===== src/rtl/dm_arb_pkg.sv =====
// Shared definitions for the data-memory arbiter, the SPI slave FSM and the data memory.
// No logic: types and constants only.
// Build option DM_ARB_SPI_PRIORITY_EN (used in dm_arbiter) selects fixed SPI priority.
package dm_arb_pkg;

    // Default data-memory geometry: SPI address byte minus the rw bit, byte-wide words
    localparam int DM_ADDR_WIDTH = 7;
    localparam int DM_DATA_WIDTH = 8;

    // Sequencer states
    typedef enum logic [1:0] {
        ST_IDLE   = 2'd0,
        ST_ACCESS = 2'd1,
        ST_RESP   = 2'd2
    } dm_arb_state_t;

    // Requester port indices
    localparam logic PORT_SPI  = 1'b0;
    localparam logic PORT_HOST = 1'b1;

endpackage


===== src/rtl/dm_arb_pick.sv =====
// Two-way grant picker: round-robin against the last-grant pointer, or fixed SPI priority.
// Latency: purely combinational, zero cycles.
// Backpressure: none; the grant is only a suggestion the sequencer takes when it is idle.
module dm_arb_pick
    import dm_arb_pkg::*;
(
    input  logic [1:0] i_elig,
    input  logic       i_ptr,
    input  logic       i_prio,
    output logic       o_gnt_idx,
    output logic       o_gnt_vld
);

    // Choose one eligible port; on a tie favour the port not granted last, unless SPI priority is on
    always_comb begin
        o_gnt_idx = PORT_SPI;
        o_gnt_vld = |i_elig;
        case (i_elig)
            2'b01:   o_gnt_idx = PORT_SPI;
            2'b10:   o_gnt_idx = PORT_HOST;
            2'b11:   o_gnt_idx = i_prio ? PORT_SPI : ~i_ptr;
            default: o_gnt_idx = PORT_SPI;
        endcase
    end

endmodule


===== src/rtl/dm_arbiter.sv =====
// Arbitrates SPI (port 0) and host (port 1) onto the data memory and runs a fixed IDLE/ACCESS/RESP access.
// Latency: req sampled at edge N -> ACCESS after N, RESP after N+1, ack pulse and rdata after N+2.
// Backpressure: req/ack handshake; a requester holds req until its one-cycle ack, the loser simply waits.
// Build option DM_ARB_SPI_PRIORITY_EN: port 0 always wins a tie (port 1 may starve).
module dm_arbiter
    import dm_arb_pkg::*;
#(
    parameter int ADDR_WIDTH = DM_ADDR_WIDTH,
    parameter int DATA_WIDTH = DM_DATA_WIDTH
) (
    input  logic                  clk,
    input  logic                  reset,
    input  logic                  req0,
    input  logic                  we0,
    input  logic [ADDR_WIDTH-1:0] addr0,
    input  logic [DATA_WIDTH-1:0] wdata0,
    output logic                  ack0,
    input  logic                  req1,
    input  logic                  we1,
    input  logic [ADDR_WIDTH-1:0] addr1,
    input  logic [DATA_WIDTH-1:0] wdata1,
    output logic                  ack1,
    output logic [DATA_WIDTH-1:0] rdata,
    output logic [ADDR_WIDTH-1:0] dm_addr,
    output logic [DATA_WIDTH-1:0] dm_din,
    output logic                  dm_we,
    input  logic [DATA_WIDTH-1:0] dm_dout,
    output logic                  busy
);

`ifdef DM_ARB_SPI_PRIORITY_EN
    localparam logic PRIO_MODE = 1'b1;
`else
    localparam logic PRIO_MODE = 1'b0;
`endif

    dm_arb_state_t         r_state;
    logic                  r_ptr;
    logic                  r_gnt;
    logic                  r_wr;
    logic                  r_ack0;
    logic                  r_ack1;
    logic                  r_dm_we;
    logic [ADDR_WIDTH-1:0] r_dm_addr;
    logic [DATA_WIDTH-1:0] r_dm_din;
    logic [DATA_WIDTH-1:0] r_rdata;
    logic                  r_busy;

    dm_arb_state_t         w_nxt_state;
    logic                  w_nxt_ptr;
    logic                  w_nxt_gnt;
    logic                  w_nxt_wr;
    logic                  w_nxt_ack0;
    logic                  w_nxt_ack1;
    logic                  w_nxt_dm_we;
    logic [ADDR_WIDTH-1:0] w_nxt_dm_addr;
    logic [DATA_WIDTH-1:0] w_nxt_dm_din;
    logic [DATA_WIDTH-1:0] w_nxt_rdata;
    logic                  w_nxt_busy;

    logic [1:0]            w_elig;
    logic                  w_gnt_idx;
    logic                  w_gnt_vld;

    // A port whose ack is high this cycle is finishing its handshake and must not be re-granted yet
    assign w_elig = {req1 & ~r_ack1, req0 & ~r_ack0};

    dm_arb_pick u_pick (
        .i_elig    (w_elig),
        .i_ptr     (r_ptr),
        .i_prio    (PRIO_MODE),
        .o_gnt_idx (w_gnt_idx),
        .o_gnt_vld (w_gnt_vld)
    );

    // Next-state and next-output decode for the three-state access sequence
    always_comb begin
        w_nxt_state   = r_state;
        w_nxt_ptr     = r_ptr;
        w_nxt_gnt     = r_gnt;
        w_nxt_wr      = r_wr;
        w_nxt_ack0    = 1'b0;
        w_nxt_ack1    = 1'b0;
        w_nxt_dm_we   = 1'b0;
        w_nxt_dm_addr = r_dm_addr;
        w_nxt_dm_din  = r_dm_din;
        w_nxt_rdata   = r_rdata;
        w_nxt_busy    = r_busy;
        case (r_state)
            ST_IDLE: begin
                if (w_gnt_vld) begin
                    w_nxt_state = ST_ACCESS;
                    w_nxt_gnt   = w_gnt_idx;
                    w_nxt_busy  = 1'b1;
                    if (w_gnt_idx == PORT_HOST) begin
                        w_nxt_wr      = we1;
                        w_nxt_dm_we   = we1;
                        w_nxt_dm_addr = addr1;
                        w_nxt_dm_din  = wdata1;
                    end else begin
                        w_nxt_wr      = we0;
                        w_nxt_dm_we   = we0;
                        w_nxt_dm_addr = addr0;
                        w_nxt_dm_din  = wdata0;
                    end
                end
            end
            ST_ACCESS: begin
                // Write strobe drops here; memory read data becomes valid during RESP
                w_nxt_state = ST_RESP;
            end
            ST_RESP: begin
                if (!r_wr) begin
                    w_nxt_rdata = dm_dout;
                end
                if (r_gnt == PORT_HOST) begin
                    w_nxt_ack1 = 1'b1;
                end else begin
                    w_nxt_ack0 = 1'b1;
                end
                w_nxt_ptr   = r_gnt;
                w_nxt_busy  = 1'b0;
                w_nxt_state = ST_IDLE;
            end
            default: begin
                w_nxt_state = ST_IDLE;
                w_nxt_busy  = 1'b0;
            end
        endcase
    end

    // State and output registers; reset aborts any access in flight without an ack
    always_ff @(posedge clk) begin
        if (reset) begin
            r_state   <= ST_IDLE;
            r_ptr     <= PORT_HOST;
            r_gnt     <= PORT_SPI;
            r_wr      <= 1'b0;
            r_ack0    <= 1'b0;
            r_ack1    <= 1'b0;
            r_dm_we   <= 1'b0;
            r_dm_addr <= '0;
            r_dm_din  <= '0;
            r_rdata   <= '0;
            r_busy    <= 1'b0;
        end else begin
            r_state   <= w_nxt_state;
            r_ptr     <= w_nxt_ptr;
            r_gnt     <= w_nxt_gnt;
            r_wr      <= w_nxt_wr;
            r_ack0    <= w_nxt_ack0;
            r_ack1    <= w_nxt_ack1;
            r_dm_we   <= w_nxt_dm_we;
            r_dm_addr <= w_nxt_dm_addr;
            r_dm_din  <= w_nxt_dm_din;
            r_rdata   <= w_nxt_rdata;
            r_busy    <= w_nxt_busy;
        end
    end

    assign ack0    = r_ack0;
    assign ack1    = r_ack1;
    assign dm_we   = r_dm_we;
    assign dm_addr = r_dm_addr;
    assign dm_din  = r_dm_din;
    assign rdata   = r_rdata;
    assign busy    = r_busy;

endmodule


===== config.mk =====
export PLATFORM = sky130hd
export DESIGN_NAME = dm_arbiter
export DESIGN_NICKNAME = d
export VERILOG_FILES = /design/src/rtl/dm_arb_pkg.sv /design/src/rtl/dm_arb_pick.sv /design/src/rtl/dm_arbiter.sv
export SDC_FILE = /design/constraint.sdc
export NUM_CORES = 1
export LEC_CHECK = 0
export BUFFER_PORTS_ARGS = -buffer_cell sky130_fd_sc_hd__buf_4
export CAP_MARGIN = 20
export CORE_UTILIZATION = 40
export DETAILED_ROUTE_END_ITERATION = 8
export GPL_ROUTABILITY_DRIVEN = 0
export MAX_ROUTING_LAYER = met4
export PLACE_DENSITY = 0.77
export SLEW_MARGIN = 20
export SYNTH_ARGS = -nofsm -noshare
export SYNTH_HDL_FRONTEND = slang
export SYNTH_SLANG_ARGS = --single-unit

===== constraint.sdc =====
create_clock -name clk -period 3.76 [get_ports clk]
set_clock_uncertainty 0.15 [all_clocks]
set_input_delay 0.188 -clock clk [delete_from_list [all_inputs] [get_ports clk]]
set_output_delay 0.188 -clock clk [all_outputs]
set_load 0.05 [all_outputs]

* Yosys cells after proc, flatten, opt, wreduce, memory -nomap -nowiden *
Cells that the tools add are included.

storage, ports and cells
  bits of input ports = 44
  word-level logic and storage cells = 43
  flip-flop bits (word level) = 32
  output and inout port bits = 27

operators by class
  bitwise operators = 10
  reductions and logical operators = 7
  muxes and demuxes = 10
  equal/unequal tests = 5

operator list
  kind                                                    count
  2-to-1 mux 8 bit                                        1
  inverter 1 bit                                          8
  2-to-1 mux 7 bit                                        1
  == test 2 bit (second input constant)                   3
  AND reduction 2 bit                                     3
  2-to-1 mux 1 bit                                        4
  one-hot mux 1 bit (2 select lines)                      2
  one-hot mux 2 bit (2 select lines)                      1
  OR reduction 2 bit                                      2
  OR reduction 3 bit                                      1
  bitwise AND 1 bit                                       2
  == test 2 x 1 -> 1 bit (second input constant)          1
  zero test 2 bit                                         1
  2-to-1 mux 2 bit                                        1
  inequality test 2 x 1 -> 1 bit (second input constant)  1

* Longest topological paths before layout *
Gate-level depths: netlist (run 1).

  word-level depth = 5
  mapped depth = 6
  depth with buffers taken out = 4

* By module *
A second synthesis (run 1) with hierarchy kept.

unflattened totals
  cell total of the unflattened synthesis = 136
  area total of the unflattened synthesis = 1378.8 um^2

modules (own cells, without submodules)
  module       instances  area each (um^2)  cells an instance  sequential area each (um^2)
  dm_arbiter   1          1361.3            133                640.6
  dm_arb_pick  1          17.5              3                  0.0

* Least setup slack after synthesis (run 1) *
Ideal clock, no wire load.

  kind = register to register
  start = register r_ack0, in the netlist ack0
  end = register r_dm_addr[0], in the netlist dm_addr[0]
  data required time = 3522 ps
  path buffers = 2
  stages on the path, launching flop included = 7
  period minus slack after synthesis = 1713 ps
  path slack = 2047 ps
  library setup time = 88 ps
  arrival = 1475 ps
  cells stage by stage = dfxtp_1 > nand3b_1 > and2_1 > buf_6 > buf_6 > nand2_1 > a311oi_2

on the way
  longest elaborated chain between the ends = 5
  elaborated cells on any way between the ends = 8
  classes of those cells = eq/ne (2); mux (2); bitwise (2); reduce/logical (2)

RTL lines
  item                                RTL line           text
  start, declared                     dm_arbiter.sv:41   logic r_ack0;
  start signal, assigned              dm_arbiter.sv:151  r_ack0 <= w_nxt_ack0;
  inverter 1 bit *                    dm_arbiter.sv:66   assign w_elig = {req1 & ~r_ack1, req0 & ~r_ack0};
  bitwise AND 1 bit *                 dm_arbiter.sv:66
  == test 2 bit                       dm_arb_pick.sv:18  case (i_elig)
  one-hot mux 1 bit (2 select lines)  dm_arb_pick.sv:18
  2-to-1 mux 7 bit                    dm_arbiter.sv:95   if (w_gnt_idx == PORT_HOST) begin
  end signal, assigned                dm_arbiter.sv:154  r_dm_addr <= w_nxt_dm_addr;
  end, declared                       dm_arbiter.sv:44   logic [ADDR_WIDTH-1:0] r_dm_addr;

Every way passes the cells marked *; elsewhere a longest branch is shown, timed or not.
A chain may end at the register's enable or synchronous reset.

* Worst setup path in the final report (run 1) *
  start = register r_ack0, in the netlist ack0
  end = register r_dm_din[5], in the netlist dm_din[5]

on the way
  longest elaborated chain between the ends = 5
  elaborated cells on any way between the ends = 8
  classes of those cells = eq/ne (2); mux (2); bitwise (2); reduce/logical (2)

RTL lines
  item                                RTL line           text
  inverter 1 bit *                    dm_arbiter.sv:66
  bitwise AND 1 bit *                 dm_arbiter.sv:66
  == test 2 bit                       dm_arb_pick.sv:18
  one-hot mux 1 bit (2 select lines)  dm_arb_pick.sv:18
  2-to-1 mux 8 bit                    dm_arbiter.sv:95
  end signal, assigned                dm_arbiter.sv:155  r_dm_din <= w_nxt_dm_din;
  end, declared                       dm_arbiter.sv:45   logic [DATA_WIDTH-1:0] r_dm_din;

Marked as above.

==> flow_metrics.env, run 1 <==
export IMPL_status="complete, no violations"
export IMPL_grt_pass1_wl_um=5170
export IMPL_dpl_cell_area_um2=1890
export IMPL_combPwrFrac_pct=33.2
export IMPL_synth_edf_count=0
export IMPL_grtUsageMet2_pct=35.0
export IMPL_root_buffer="clkbuf_4"
export IMPL_synth_cell_area_um2=1390
export IMPL_cts_sinks=32
export IMPL_boundaryPins=71
export IMPL_finalSetupViolations=0
export IMPL_fmax_mhz=439
export IMPL_internal_power_mw=0.580
export IMPL_grt_use_total_pct=19.9
export IMPL_synth_top_flop_cell="dfxtp_1"
export IMPL_dr_pass1_iters=4
export IMPL_nets=286
export IMPL_fin_area_um2=2180
export IMPL_grtUsageMet1_pct=20.6
export IMPL_timing_final_crit_share_pct=60.6
export IMPL_crit_type="register to register"
export IMPL_crit_arrival_ps=2400
export IMPL_drtAntennaViolNets=0
export IMPL_synthTopCellsByCount="40 x nand2_1, 32 x dfxtp_1, 20 x nor2_1"
export IMPL_yosysTopAreaCell="dfxtp_1"
export IMPL_ys_seq_area_share_pct=46.2
export IMPL_vias=1383
export IMPL_period_minus_slack_ps=2280
export IMPL_top_usage_layer="met2"
export IMPL_overflow=0
export IMPL_power_switching_mw=0.301
export IMPL_die_w_um=60.9
export IMPL_switching_share_pct=34.2
export IMPL_instances_no_fill=289
export IMPL_port_buffers=70
export IMPL_drive_above_1_share_pct=38.7
export IMPL_hpwl_um=2170
export IMPL_critPathBufInv=1
export IMPL_grt_pass1_vias=1228
export IMPL_vias_per_cell=4.79
export IMPL_cp_required_ps=3880
export IMPL_coreArea_um2=3340
export IMPL_netlist_instances=153
export IMPL_syn_num_nets=197
export IMPL_post_cts_buffers=0
export IMPL_synth_area_per_cell_um2=9.07
export IMPL_placed_cells=258
export IMPL_cts_tree="done"
export IMPL_cpPeakStageDelay_ps=580
export IMPL_synth_seq_cells=32
export IMPL_ctsLongestPathBuffers=2
export IMPL_cpLargestDelayFamily="simple AND/OR/NAND/NOR gates"
export IMPL_drcViolationCount=0
export IMPL_maxSlewViolCount=0
export IMPL_slowest_stage="dlygate4sd3_1"
export IMPL_power_density_nw_per_um2=404
export IMPL_area_delta_synth_final_pct=57.3
export IMPL_die_area_um2=3710
export IMPL_drtIter0Drc=44
export IMPL_grt_start_max_net_pins=36
export IMPL_multi_input_area_um2=659
export IMPL_seqPwrFrac_pct=43.8
export IMPL_pre_cts_ws_ps=2040
export IMPL_cts_made_buffers=5
export IMPL_regArea_um2=641
export IMPL_setup_worst_path_start_class="register"
export IMPL_synth_cell_types=25
export IMPL_finalHoldViolCount=0
export IMPL_antenna_found_initial=0
export IMPL_met3_usage_pct=5.76
export IMPL_diodes=0
export IMPL_worstSkewPairLatency_ps=330
export IMPL_synth_most_common_cell="nand2_1"
export IMPL_critical_path_max_fanout=17
export IMPL_yosysTopAreaCellShare_pct=46.2
export IMPL_p_leak_nw=0.971
export IMPL_nFillCells=291
export IMPL_slew_limit_headroom_pct=55.8
export IMPL_die_height_um=60.9
export IMPL_max_cap_viol_count=0
export IMPL_avgRoutedWirePerCell_um=11.7
export IMPL_clkSlewWorstSetupHoldPaths_ps=100
export IMPL_wl_um=3370
export IMPL_ir_drop_uv=188
export IMPL_h_tree_depth=2
export IMPL_rsz0062_at_grt="no"
export IMPL_fin_util_pct=65.4
export IMPL_worst_pin_slew_ps=664
export IMPL_fin_tns_setup_ps=0
export IMPL_yosys_top_cells_area="dfxtp_1 46%, a311oi_2 16%, nand2_1 11%"
export IMPL_cp_end_kind="register"
export IMPL_start_util_pct=41.6
export IMPL_yosysWarnings=0
export IMPL_rows=21
export IMPL_synthArstFlopShare_pct=0
export IMPL_clkPwrFrac_pct=23.0
export IMPL_hold_class="primary input to register"
export IMPL_final_setup_worst_slack_ps=1480
export IMPL_path_cells="nand3b_1 > and2_1 > nand2_1 > a311oi_2 > dlygate4sd3_1"
-- state kept, by name, indices dropped and copies added (netlist names), 2 cells and up --
| name | flops |
|---|---|
| rdata | 8 |
| dm_addr | 7 |
| dm_din | 8 |
| r_state | 2 |
-- stage by stage --
step | hold slack [ps] | power, mW
floorplan | 174 | 0.583
global placement | 294 | 0.659
detailed placement | 299 | 0.662
CTS | 0.242 | 0.888
global route | 14.0 | 0.922
finish | 5.20 | 0.882
-- tightest hold or removal path, cell delays in order --
cell and delay, ps:
buf_4 110, nand2_1 60, a311oi_2 80
-- routing by layer --
layer | vias to the layer above | share of wire, %
met1 | 624 | 41
met3 | 4 | 7.8
met2 | 56 | 49
met4 | 0 | 1.4
met5 | - | 0
li1 | 699 | -
-- path summary, 6_finish.rpt --
path,start,depth (start not counted),end,slack [ps]
worst max-delay path,ack0,5,dm_din[5],1480
worst min-delay path,addr0[1],3,dm_addr[1],5
worst max register to register,ack0,5,dm_din[5],1480
worst min register to register,rdata[7],2,rdata[7],330
-- cells by family after synthesis --
kind of cell / synth area share (%)
compound gates: 24.1
buf+inv: 6.31
flops: 46.2
mux: 1.44
simple gates: 22.0
-- cell usage in the layout, fill, tap and decap left out --
cell type,count
nand2_2,1
dlygate4sd3_1,23
nor2b_4,1
inv_1,1
nor3b_1,2
nor2b_1,1
clkbuf_1,2
nand2_1,40
and2_1,1
dfxtp_1,32
a21oi_1,9
clkbuf_8,1
a311oi_2,15
and2b_1,1
o21ai_0,8
nor2_1,20
buf_4,71
nor3_1,1
nand3b_1,1
clkbuf_4,5
a311oi_1,1
o21a_1,1
nand2b_1,2
a21boi_0,1
mux2i_1,2
-- cell type report --
type | count | area share (%)
multi-input cells | 108 | 30.2
inverters | 1 | 0.172
flip-flops and latches | 32 | 29.3
repair buffers | 94 | 35.0
clock buffers | 8 | 2.69
well taps | 46 | 2.64
-- power by group through the flow --
stage               clock network, mW  logic, mW  registers, mW
detailed placement                  0      0.267          0.395
floorplan                           0      0.106          0.477
global route                    0.218      0.313          0.391
finish                          0.203      0.292          0.387
global placement                    0      0.264          0.394
CTS                             0.209      0.292          0.387
-- timing repair --
item | in CTS | in global routing
hold endpoints to repair | 17 | 0
hold buffers | 23 | 0
resized for setup | 0 | 0
endpoints found under the setup margin | 0 | 0
No activity file was read; power rests on OpenSTA's default activity.
==> inputs of run 2 (changes only) <==
==> constraint.sdc (replaced) <==
create_clock -name clk -period 2.3 [get_ports clk]
set_clock_uncertainty 0.15 [all_clocks]
set_input_delay 0.115 -clock clk [delete_from_list [all_inputs] [get_ports clk]]
set_output_delay 0.115 -clock clk [all_outputs]
set_load 0.05 [all_outputs]
==> flow_metrics.env, run 2 (synthesis gave the netlist of run 1 again) <==
export IMPL_status="complete, no violations"
export IMPL_crit_type="register to register"
export IMPL_setup_worst_path_start_class="register"
export IMPL_fin_area_um2=2380
export IMPL_cts_made_buffers=5
export IMPL_critical_path_max_fanout=17
export IMPL_port_buffers=70
export IMPL_mostFrequentLayoutCells="71 x buf_4, 41 x dlygate4sd3_1, 40 x nand2_1, 32 x dfxtp_1, 20 x nor2_1"
export IMPL_mostFrequentLayoutCell="buf_4"
export IMPL_timing_final_crit_share_pct=90.1
export IMPL_crit_arrival_ps=2190
export IMPL_power_density_nw_per_um2=625
export IMPL_ctsLongestPathBuffers=2
export IMPL_cp_end_kind="register"
export IMPL_start_util_pct=41.6
export IMPL_clkSlewWorstSetupHoldPaths_ps=90
export IMPL_fin_tns_setup_ps=0
export IMPL_drtAntennaViolNets=0
export IMPL_drcViolationCount=0
export IMPL_rows=21
export IMPL_cpLargestDelayFamily="simple AND/OR/NAND/NOR gates"
export IMPL_overflow=0
export IMPL_p_leak_nw=1.07
export IMPL_period_minus_slack_ps=2070
export IMPL_grt_pass1_wl_um=5720
export IMPL_cts_sinks=32
export IMPL_die_area_um2=3710
export IMPL_cts_tree="done"
export IMPL_drive_above_1_share_pct=36.6
export IMPL_antenna_found_initial=0
export IMPL_cp_required_ps=2420
export IMPL_grt_use_total_pct=22.5
export IMPL_fin_util_pct=71.2
export IMPL_nets=305
export IMPL_vias=1423
export IMPL_avgRoutedWirePerCell_um=12.2
export IMPL_die_w_um=60.9
export IMPL_die_height_um=60.9
export IMPL_ir_drop_uv=388
export IMPL_hold_class="primary input to register"
export IMPL_slew_limit_headroom_pct=68.8
export IMPL_max_cap_viol_count=0
export IMPL_slowest_stage="dlygate4sd3_1"
export IMPL_dpl_cell_area_um2=1900
export IMPL_finalHoldViolCount=0
export IMPL_area_delta_synth_final_pct=71.2
export IMPL_maxSlewViolCount=0
export IMPL_grt_pass1_vias=1340
export IMPL_finalSetupViolations=0
export IMPL_hpwl_um=2140
export IMPL_drtIter0Drc=64
export IMPL_rsz0062_at_grt="no"
export IMPL_vias_per_cell=4.62
export IMPL_cpPeakStageDelay_ps=600
export IMPL_critPathBufInv=1
export IMPL_dr_pass1_iters=4
export IMPL_coreArea_um2=3340
export IMPL_worst_pin_slew_ps=466
export IMPL_path_cells="nand3b_1 > and2_2 > nand2_1 > a311oi_2 > dlygate4sd3_1"
export IMPL_diodes=0
export IMPL_wl_um=3760
export IMPL_h_tree_depth=2
export IMPL_root_buffer="clkbuf_4"
export IMPL_fmax_mhz=483
export IMPL_boundaryPins=71
export IMPL_grt_start_max_net_pins=36
export IMPL_worstSkewPairLatency_ps=320
## run 2: cell types whose count changed in the layout (fill, tap and decap cells not counted), sizes merged
cell and change:
buf +1, dlygate4sd3 +18
## run 2: area by class of cell
cell class              instances  area, um2
flip-flops and latches         32        641
inverters                       1       3.75
multi-input cells             108        661
repair buffers                113        955
clock buffers                   8       58.8
fillers                       264        961
well taps                      46       57.6
## run 2: what timing repair did
action | 4_1_cts | 5_1_grt
buffers inserted | 0 | 0
endpoints found under the hold margin | 25 | 0
gates resized for setup | 0 | 2
hold buffers | 41 | 0
endpoints found under the setup margin | 0 | 15
## run 2: final timing paths
path	cells past startpoint	slack (ps)	end	start
max	5	230	dm_din[4]	ack0
max reg2reg	5	230	dm_din[4]	ack0
min reg2reg	2	330	rdata[7]	rdata[7]
min	2	40	r_gnt	reset
## run 2: through the flow
step	cells	hold WS, ps	setup WS [ps]	power [mW]
final	308	44.7	229	1.48
after global routing	308	38.9	70.4	1.57
after CTS	308	27.6	23.0	1.49
after detailed placement	259	221	550	1.08
after global placement	259	218	651	1.08
after floorplan	153	101	587	0.953
## run 2: worst register-to-register path, cell delays in order, from the launching register on
cell and delay [ps]:
dfxtp_1 350, nand3b_1 140, and2_2 380, nand2_1 120, a311oi_2 270, dlygate4sd3_1 600
## run 2: power by group
group          internal (mW)  leakage, nW  switching, mW
Combinational          0.230        0.771          0.291
Sequential             0.602        0.263         0.0302
Clock                  0.151       0.0326          0.180
## run 2: routing by layer
layer,GRT usage (%),share of wire (%),vias to the layer above
met4,7.79,0.77,0
li1,-,-,741
met1,21.8,41,630
met3,7.46,5.9,2
met5,-,0,-
met2,41.4,52,50
